===== src/rtl/insysbist_ijtag_seq_pkg.sv =====
// insysbist_ijtag_seq_pkg: shared state encodings and helper for the
// in-system IJTAG SIB sequencer.
package insysbist_ijtag_seq_pkg;

    localparam logic [3:0] ST_IDLE      = 4'd0;
    localparam logic [3:0] ST_OPEN_CAP  = 4'd1;
    localparam logic [3:0] ST_OPEN_SH   = 4'd2;
    localparam logic [3:0] ST_OPEN_UPD  = 4'd3;
    localparam logic [3:0] ST_OPEN_WAIT = 4'd4;
    localparam logic [3:0] ST_ACC_CAP   = 4'd5;
    localparam logic [3:0] ST_ACC_SH    = 4'd6;
    localparam logic [3:0] ST_ACC_UPD   = 4'd7;
    localparam logic [3:0] ST_ACC_WAIT  = 4'd8;
    localparam logic [3:0] ST_RSP       = 4'd9;

    typedef enum logic [3:0] {
        S_IDLE      = ST_IDLE,
        S_OPEN_CAP  = ST_OPEN_CAP,
        S_OPEN_SH   = ST_OPEN_SH,
        S_OPEN_UPD  = ST_OPEN_UPD,
        S_OPEN_WAIT = ST_OPEN_WAIT,
        S_ACC_CAP   = ST_ACC_CAP,
        S_ACC_SH    = ST_ACC_SH,
        S_ACC_UPD   = ST_ACC_UPD,
        S_ACC_WAIT  = ST_ACC_WAIT,
        S_RSP       = ST_RSP
    } state_t;

    // Bit counter must hold 0..seg_len inclusive.
    function automatic int cnt_width(input int seg_len);
        return $clog2(seg_len + 1);
    endfunction

endpackage


===== src/rtl/insysbist_ijtag_seq_shreg.sv =====
// insysbist_ijtag_seq_shreg: write-data latch + si select, ACC_SH bit
// counter (falling tck) and rising-tck so capture register.
// Ports: ijtag_tck, ijtag_reset (async, active-low), load/wdata (latch
//   request data), cnt_inc (advance counter, else clear), cap_en (shift
//   so into capture), so, cnt, si_bit (wdata[cnt]), rdata (captured).
module insysbist_ijtag_seq_shreg
    import insysbist_ijtag_seq_pkg::*;
#(
    parameter int SEG_LEN = 16,
    parameter int CW      = cnt_width(SEG_LEN)
) (
    input  logic               ijtag_tck,
    input  logic               ijtag_reset,
    input  logic               load,
    input  logic [SEG_LEN-1:0] wdata,
    input  logic               cnt_inc,
    input  logic               cap_en,
    input  logic               so,
    output logic [CW-1:0]      cnt,
    output logic               si_bit,
    output logic [SEG_LEN-1:0] rdata
);

    logic [SEG_LEN-1:0] wdata_q;
    logic [SEG_LEN-1:0] cap_q;
    logic [SEG_LEN-1:0] cap_nx;

    always_ff @(negedge ijtag_tck or negedge ijtag_reset) begin
        if (!ijtag_reset) begin
            wdata_q <= '0;
            cnt     <= '0;
        end else begin
            if (load)
                wdata_q <= wdata;
            cnt <= cnt_inc ? cnt + CW'(1) : '0;
        end
    end

    // Bit driven during the next shift cycle: count k+1 carries wdata[k].
    always_comb begin
        si_bit = 1'b0;
        for (int i = 0; i < SEG_LEN; i++)
            if (cnt == CW'(i))
                si_bit = wdata_q[i];
    end

    // LSB-first: the first segment bit out ends up in rdata[0].
    if (SEG_LEN == 1) begin : g_one
        assign cap_nx = so;
    end else begin : g_many
        assign cap_nx = {so, cap_q[SEG_LEN-1:1]};
    end

    always_ff @(posedge ijtag_tck or negedge ijtag_reset) begin
        if (!ijtag_reset)
            cap_q <= '0;
        else if (cap_en)
            cap_q <= cap_nx;
    end

    assign rdata = cap_q;

endmodule


===== src/rtl/insysbist_ijtag_sequencer.sv =====
// insysbist_ijtag_sequencer: opens a spare SIB if needed, runs one
// capture/shift/update pass over SIB+segment, optionally closes it.
// Ports: ijtag_tck/ijtag_reset, req_* (request), rsp_* (response),
//   sib_open, ijtag_sel/ce/se/ue/si (to SIB), ijtag_so (from SIB).
// Optional macro INSYS_SEQ_SO_CHECK_EN: check SIB capture bits -> rsp_err.
module insysbist_ijtag_sequencer
    import insysbist_ijtag_seq_pkg::*;
#(
    parameter int SEG_LEN = 16
) (
    input  logic               ijtag_tck,
    input  logic               ijtag_reset,
    input  logic               req_valid,
    output logic               req_ready,
    input  logic [SEG_LEN-1:0] req_wdata,
    input  logic               req_close,
    output logic               rsp_valid,
    input  logic               rsp_ready,
    output logic [SEG_LEN-1:0] rsp_rdata,
    output logic               rsp_err,
    output logic               sib_open,
    output logic               ijtag_sel,
    output logic               ijtag_ce,
    output logic               ijtag_se,
    output logic               ijtag_ue,
    output logic               ijtag_si,
    input  logic               ijtag_so
);

    localparam int CW = cnt_width(SEG_LEN);

    state_t          state_q, state_d;
    logic            close_q;
    logic            accept;
    logic            last;
    logic            cnt_inc;
    logic            cap_en;
    logic            si_bit;
    logic [CW-1:0]   cnt;
    logic            sel_d, ce_d, se_d, ue_d, si_d, rsp_valid_d;

    assign req_ready = (state_q == S_IDLE);
    assign accept    = req_ready & req_valid;
    assign last      = (cnt == CW'(SEG_LEN));
    assign cnt_inc   = (state_q == S_ACC_SH) & ~last;
    assign cap_en    = (state_q == S_ACC_SH) & (cnt != '0);

    insysbist_ijtag_seq_shreg #(
        .SEG_LEN (SEG_LEN),
        .CW      (CW)
    ) u_shreg (
        .ijtag_tck   (ijtag_tck),
        .ijtag_reset (ijtag_reset),
        .load        (accept),
        .wdata       (req_wdata),
        .cnt_inc     (cnt_inc),
        .cap_en      (cap_en),
        .so          (ijtag_so),
        .cnt         (cnt),
        .si_bit      (si_bit),
        .rdata       (rsp_rdata)
    );

    always_comb begin
        state_d = state_q;
        unique case (state_q)
            S_IDLE:      if (accept)
                             state_d = sib_open ? S_ACC_CAP : S_OPEN_CAP;
            S_OPEN_CAP:  state_d = S_OPEN_SH;
            S_OPEN_SH:   state_d = S_OPEN_UPD;
            S_OPEN_UPD:  state_d = S_OPEN_WAIT;
            S_OPEN_WAIT: state_d = S_ACC_CAP;
            S_ACC_CAP:   state_d = S_ACC_SH;
            S_ACC_SH:    if (last) state_d = S_ACC_UPD;
            S_ACC_UPD:   state_d = S_ACC_WAIT;
            S_ACC_WAIT:  state_d = S_RSP;
            S_RSP:       if (rsp_ready) state_d = S_IDLE;
            default:     state_d = S_IDLE;
        endcase
    end

    // Outputs are decoded from the next state and registered, so they
    // are stable across the SIB's rising edge.
    always_comb begin
        sel_d       = 1'b0;
        ce_d        = 1'b0;
        se_d        = 1'b0;
        ue_d        = 1'b0;
        si_d        = 1'b0;
        rsp_valid_d = 1'b0;
        unique case (state_d)
            S_OPEN_CAP, S_ACC_CAP: begin
                sel_d = 1'b1;
                ce_d  = 1'b1;
            end
            S_OPEN_SH: begin
                sel_d = 1'b1;
                se_d  = 1'b1;
                si_d  = 1'b1;
            end
            S_ACC_SH: begin
                sel_d = 1'b1;
                se_d  = 1'b1;
                // Count 0 is the SIB bit; later counts carry segment data.
                si_d  = (state_q == S_ACC_SH) ? si_bit : ~close_q;
            end
            S_OPEN_UPD, S_ACC_UPD: begin
                sel_d = 1'b1;
                ue_d  = 1'b1;
            end
            S_OPEN_WAIT, S_ACC_WAIT: sel_d = 1'b1;
            S_RSP:       rsp_valid_d = 1'b1;
            default:     sel_d = 1'b0;
        endcase
    end

    always_ff @(negedge ijtag_tck or negedge ijtag_reset) begin
        if (!ijtag_reset) begin
            state_q   <= S_IDLE;
            close_q   <= 1'b0;
            sib_open  <= 1'b0;
            rsp_valid <= 1'b0;
            ijtag_sel <= 1'b0;
            ijtag_ce  <= 1'b0;
            ijtag_se  <= 1'b0;
            ijtag_ue  <= 1'b0;
            ijtag_si  <= 1'b0;
        end else begin
            state_q   <= state_d;
            rsp_valid <= rsp_valid_d;
            ijtag_sel <= sel_d;
            ijtag_ce  <= ce_d;
            ijtag_se  <= se_d;
            ijtag_ue  <= ue_d;
            ijtag_si  <= si_d;
            if (accept)
                close_q <= req_close;
            if (state_q == S_ACC_UPD)
                sib_open <= ~close_q;
        end
    end

`ifdef INSYS_SEQ_SO_CHECK_EN
    logic so_q;

    always_ff @(posedge ijtag_tck or negedge ijtag_reset) begin
        if (!ijtag_reset)
            so_q <= 1'b0;
        else
            so_q <= ijtag_so;
    end

    // SIB capture bit appears on so in OPEN_SH and in ACC_SH count 0.
    always_ff @(negedge ijtag_tck or negedge ijtag_reset) begin
        if (!ijtag_reset)
            rsp_err <= 1'b0;
        else if (accept)
            rsp_err <= 1'b0;
        else if (so_q && ((state_q == S_OPEN_SH) ||
                          ((state_q == S_ACC_SH) && (cnt == '0))))
            rsp_err <= 1'b1;
    end
`else
    assign rsp_err = 1'b0;
`endif

endmodule

===== config.mk =====
export PLATFORM = sky130hd
export DESIGN_NAME = insysbist_ijtag_sequencer
export DESIGN_NICKNAME = d
export VERILOG_FILES = /design/src/rtl/insysbist_ijtag_seq_pkg.sv /design/src/rtl/insysbist_ijtag_seq_shreg.sv /design/src/rtl/insysbist_ijtag_sequencer.sv
export SDC_FILE = /design/constraint.sdc
export NUM_CORES = 1
export LEC_CHECK = 0
export ABC_AREA = 1
export CORE_UTILIZATION = 51
export CTS_BUF_LIST = sky130_fd_sc_hd__clkbuf_8 sky130_fd_sc_hd__clkbuf_16
export CTS_CLUSTER_SIZE = 25
export DETAILED_ROUTE_END_ITERATION = 7
export PLACE_DENSITY_LB_ADDON = 0.05
export SLEW_MARGIN = 20
export SYNTH_ARGS = -nofsm -noshare
export SYNTH_HDL_FRONTEND = slang
export SYNTH_HIERARCHICAL = 1
export SYNTH_SLANG_ARGS = --single-unit

===== constraint.sdc =====
create_clock -name ijtag_tck -period 2.25 [get_ports ijtag_tck]
set_input_delay 0.45 -clock ijtag_tck [delete_from_list [all_inputs] [get_ports ijtag_tck]]
set_output_delay 0.45 -clock ijtag_tck [all_outputs]
set_load 0.02 [all_outputs]

# == Word-level counts from Yosys, hierarchy flattened ==
# Cells that the tools add are included.
# totals
register_bits,49
latch_bits,0
mem_bits_rw,0
rom_bits,0
output_inout_bits,25
word_cells,88
memories,0
# classes
add_sub_neg,1
mul,0
n_div,0
order_cmp,0
eq_ne,34
n_shift,0
muxes,29
bitwise,5
reduce_logical,7
# op_table
cell,count
$eq A5 B4 Y1 const B,8
$pmux W4 S10,1
$eq A4 B3 Y1 const B,8
$mux W1,22
$eq A5 B3 Y1 const B,4
$eq A4 B2 Y1 const B,4
$eq A4 B4 Y1 const B,4
$mux W4,3
$eq A5 B2 Y1 const B,2
$eq A4 B1 Y1 const B,2
$reduce_or A8 Y1,1
$reduce_or A2 Y1,3
$add A5 B1 Y5 const B,1
$eq A5 B1 Y1 const B,1
$eq A5 B5 Y1 const B,1
$logic_not A5 Y1,1
$mux W5,1
$reduce_bool A5 Y1,1
$logic_not A4 Y1,1
$and A1 B1 Y1,3
$mux W3,1
$not A1 Y1,2
$pmux W1 S2,1

# == Depth between registers and ports, before layout ==
# logic_depth
depth_word,19
mapped_depth,22

# == Modules after synthesis ==
# Netlist, hierarchy kept.
# modules_own_cells
module,n_inst,cells_each,area_each_um2,seq_area_each_um2
insysbist_ijtag_seq_shreg,1,191,1717.9,925.9
insysbist_ijtag_sequencer,1,79,630.6,300.3

==> impl_metrics.py <==
metrics = {
    "run_status": {
        "status": "complete, but fails checks",
        "violations": "negative setup slack",
    },
    "setup_path": {
        "r2r_cells": 10,
        "crit_family": "flip-flops",
        "cp_num_cells": 4,
        "r2r-end": "u_shreg/rdata[9]",
        "r2r_start": "state_q[3]",
        "critPathMaxFanout": 2,
        "criticalPathCategory": "flip-flop to output port",
        "arrival_ns": 2.23,
        "r2r_slack_ns": -0.23,
        "cp.required_ns": 1.80,
        "slowest_stage": "dfrtn_1",
        "crit_buf_inv": 2,
        "cp-startpoint": "state_q[0]",
        "endpoint_kind": "output port",
        "slowest_delay_ns": 0.37,
        "cp-start-kind": "flip-flop",
        "cp_cell_sequence": "nor2_2 > inv_2 > nor2_4 > buf_6",
    },
    "global_route": {
        "antenna_found_initial": 0,
        "grt_first_pass_wirelength_um": 8690,
        "grt_overflow": 0,
        "grt_max_degree": 50,
        "grt_pass1_vias": 1930,
        "grt_use_total_pct": 22.5,
    },
    "finish": {
        "fin_nets": 375,
        "drive_above_1_share_pct": 37.0,
        "antenna_cells": 0,
        "area_growth_pct": 51.3,
        "seqCellArea_mm2": 0.00123,
        "final_util_pct": 81.1,
        "final_cells": 401,
        "fillers": 278,
        "multi_input_area_mm2": 0.00113,
    },
    "place": {
        "port-buffer-count": 45,
        "hpwl_um": 3320,
        "gp_congestion": 0.835,
        "place_inst": 381,
    },
    "synth": {
        "async_flop_share_pct": 100,
        "synth_cells": 270,
        "yosys_warnings": 6,
        "avgSynthCellArea_um2": 8.70,
        "synth_area_mm2": 0.00235,
        "synth_commonest_cells": "nand2_1 (57), inv_1 (40), dfrtn_1 (33), o21ai_0 (26), nor2_1 (23)",
        "synth.most_common_cell": "nand2_1",
        "synthTopCellsByArea": "dfrtn_1 (35%), dfrtp_1 (17%), nand2_1 (9.1%)",
        "seq_area_frac_synth_pct": 52.2,
        "syn_nets": 297,
        "synth_top_cell_by_area": "dfrtn_1",
        "synth_edf_count": 0,
        "ys.flop_type": "dfrtn_1",
        "ys_types": 27,
        "synth_top_area_share_pct": 35.2,
        "synth-seq-cells": 49,
    },
    "timing": {
        "drv_slew": 0,
        "setup_viol": 24,
        "rsz0062_at_grt": "true",
        "hold_viol": 0,
        "finalClockSkew_ns": 0.00718,
        "worst_slack_ns": -0.426,
        "hold_slack_ns": 0.141,
        "tns_ns": -4.71,
    },
    "clock_tree": {
        "clkSlewWorstSetupHoldPaths_ns": 0.09,
        "cts-buffers-inserted": 5,
        "clock_latency_ns": 0.30,
        "postCtsHoldBufs": 0,
        "clk_path_buf_depth": 2,
        "clockRootBuffer": "clkbuf_8",
        "cts_max_level": 2,
        "tritoncts": "built",
        "cts.sinks": 49,
    },
    "power": {
        "swShare_pct": 37.7,
        "p_per_area_mw_per_mm2": 1290,
        "power_frac_comb_pct": 50.5,
        "p_int_mw": 2.85,
        "p_clk_share_pct": 15.8,
        "pwr-share-seq_pct": 33.7,
        "cellLeakagePower_nw": 1.72,
        "p_total_mw": 4.58,
        "switchingPower_mw": 1.72,
        "ir_drop_mv": 0.938,
    },
    "die": {
        "num_io_pins": 47,
        "dieArea_mm2": 0.00488,
        "die_h_um": 69.9,
        "core_area_mm2": 0.00438,
        "initial_core_util_pct": 53.6,
        "core.rowCount": 24,
        "dieWidth_um": 69.9,
    },
    "route": {
        "vias_per_cell": 5.10,
        "totalWireLength_um": 5540,
        "ant_nets": 0,
        "drcViolationCount": 0,
        "routedWlPerCell_um": 13.8,
        "vias": 2044,
        "first_pass_iters": 4,
        "drt_iter0_markers": 96,
    },
    "flow_run": {
        "maxCapViolCount": 0,
    },
    "hold_path": {
        "hold_class": "input pin to async pin",
    },
}
## metal layers
metal | up-vias | GRT usage (%) | part of all wire (%)
li1 | 1002 | - | -
met1 | 977 | 31.1 | 44
met2 | 60 | 35.8 | 50
met3 | 5 | 3.46 | 4.9
met4 | 0 | 8.67 | 0.79
met5 | - | 0 | 0
## registers in the layout, summed over array words and instances (netlist names), 4 cells and up
name	count
u_shreg/rdata	16
u_shreg/cnt	5
u_shreg/wdata_q	16
state_q	4
## placed cells by master, fill, tap and decap left out, drive strengths merged
cell type,count
dlygate4sd2,1
clkinv,2
o21bai,1
nor3,2
mux2,11
dfrtp,16
nor2,29
nand2,59
clkbuf,7
inv,48
o211ai,1
nand4,4
clkdlybuf4s50,34
conb,1
a31oi,1
a21oi,11
dfrtn,33
buf,41
o21ai,26
ha,5
nand3,14
bufinv,2
## worst reg2reg max path, stage by stage, from the launching register on
cell     delay (ns)
dfrtn_1        0.45
buf_6          0.12
inv_2          0.03
nand2_2        0.05
nor2_2         0.04
o21ai_1        0.08
inv_2          0.07
buf_12         0.14
buf_16         0.14
nand2_2        0.07
o21ai_2        0.06
## metrics by stage
step	area, µm²	setup WS, ns
finish	3550	-0.426
global route	3550	-0.466
CTS	3300	-0.427
detailed placement	3060	-0.644
global placement	3060	-0.635
floorplan	2450	-0.143
## cell type report
class	instances	share of cell area [%]
Clock buffer	5	1.94
Clock inverter	3	1.83
Inverter	49	5.74
Multi-Input combinational cell	165	31.8
Sequential cell	49	34.5
Tap cell	52	1.83
Timing Repair Buffer	78	22.4
## repair_timing
| action | in CTS | in global routing |
|---|---|---|
| setup endpoints to repair | 48 | 26 |
| gates cloned | 2 | 1 |
| setup buffers | 2 | 9 |
| pin swaps | 4 | 18 |
| resized for setup | 63 | 65 |
| hold endpoints to repair | 0 | 0 |
## power groups by stage
stage	Clock, mW	Sequential, mW	Combinational, mW
detailed placement	0	1.49	1.97
finish	0.725	1.54	2.31
global route	0.786	1.59	2.51
CTS	0.752	1.49	2.05
global placement	0	1.47	1.92
floorplan	0	1.68	0.984
## worst max path at each step
stage | end | slack (ns)
3_5_place_dp | u_shreg/wdata_q[14] | -0.64
5_1_grt | req_ready | -0.47
3_3_place_gp | u_shreg/wdata_q[14] | -0.64
2_1_floorplan | u_shreg/rdata[10] | -0.14
6_report | req_ready | -0.43
4_1_cts | req_ready | -0.43
## cell families after synthesis
kind of cell | count (synthesis) | share of synthesized area [%]
AND/OR/NAND/NOR | 108 | 21.3
buffers and inverters | 56 | 9.59
flip-flops | 49 | 52.2
AO/OA/AOI/OAI | 40 | 8.79
multiplexers | 11 | 5.27
adder cells (fa/ha/maj) | 5 | 2.66
other | 1 | 0.160
Power figures use the tool's default switching activity.
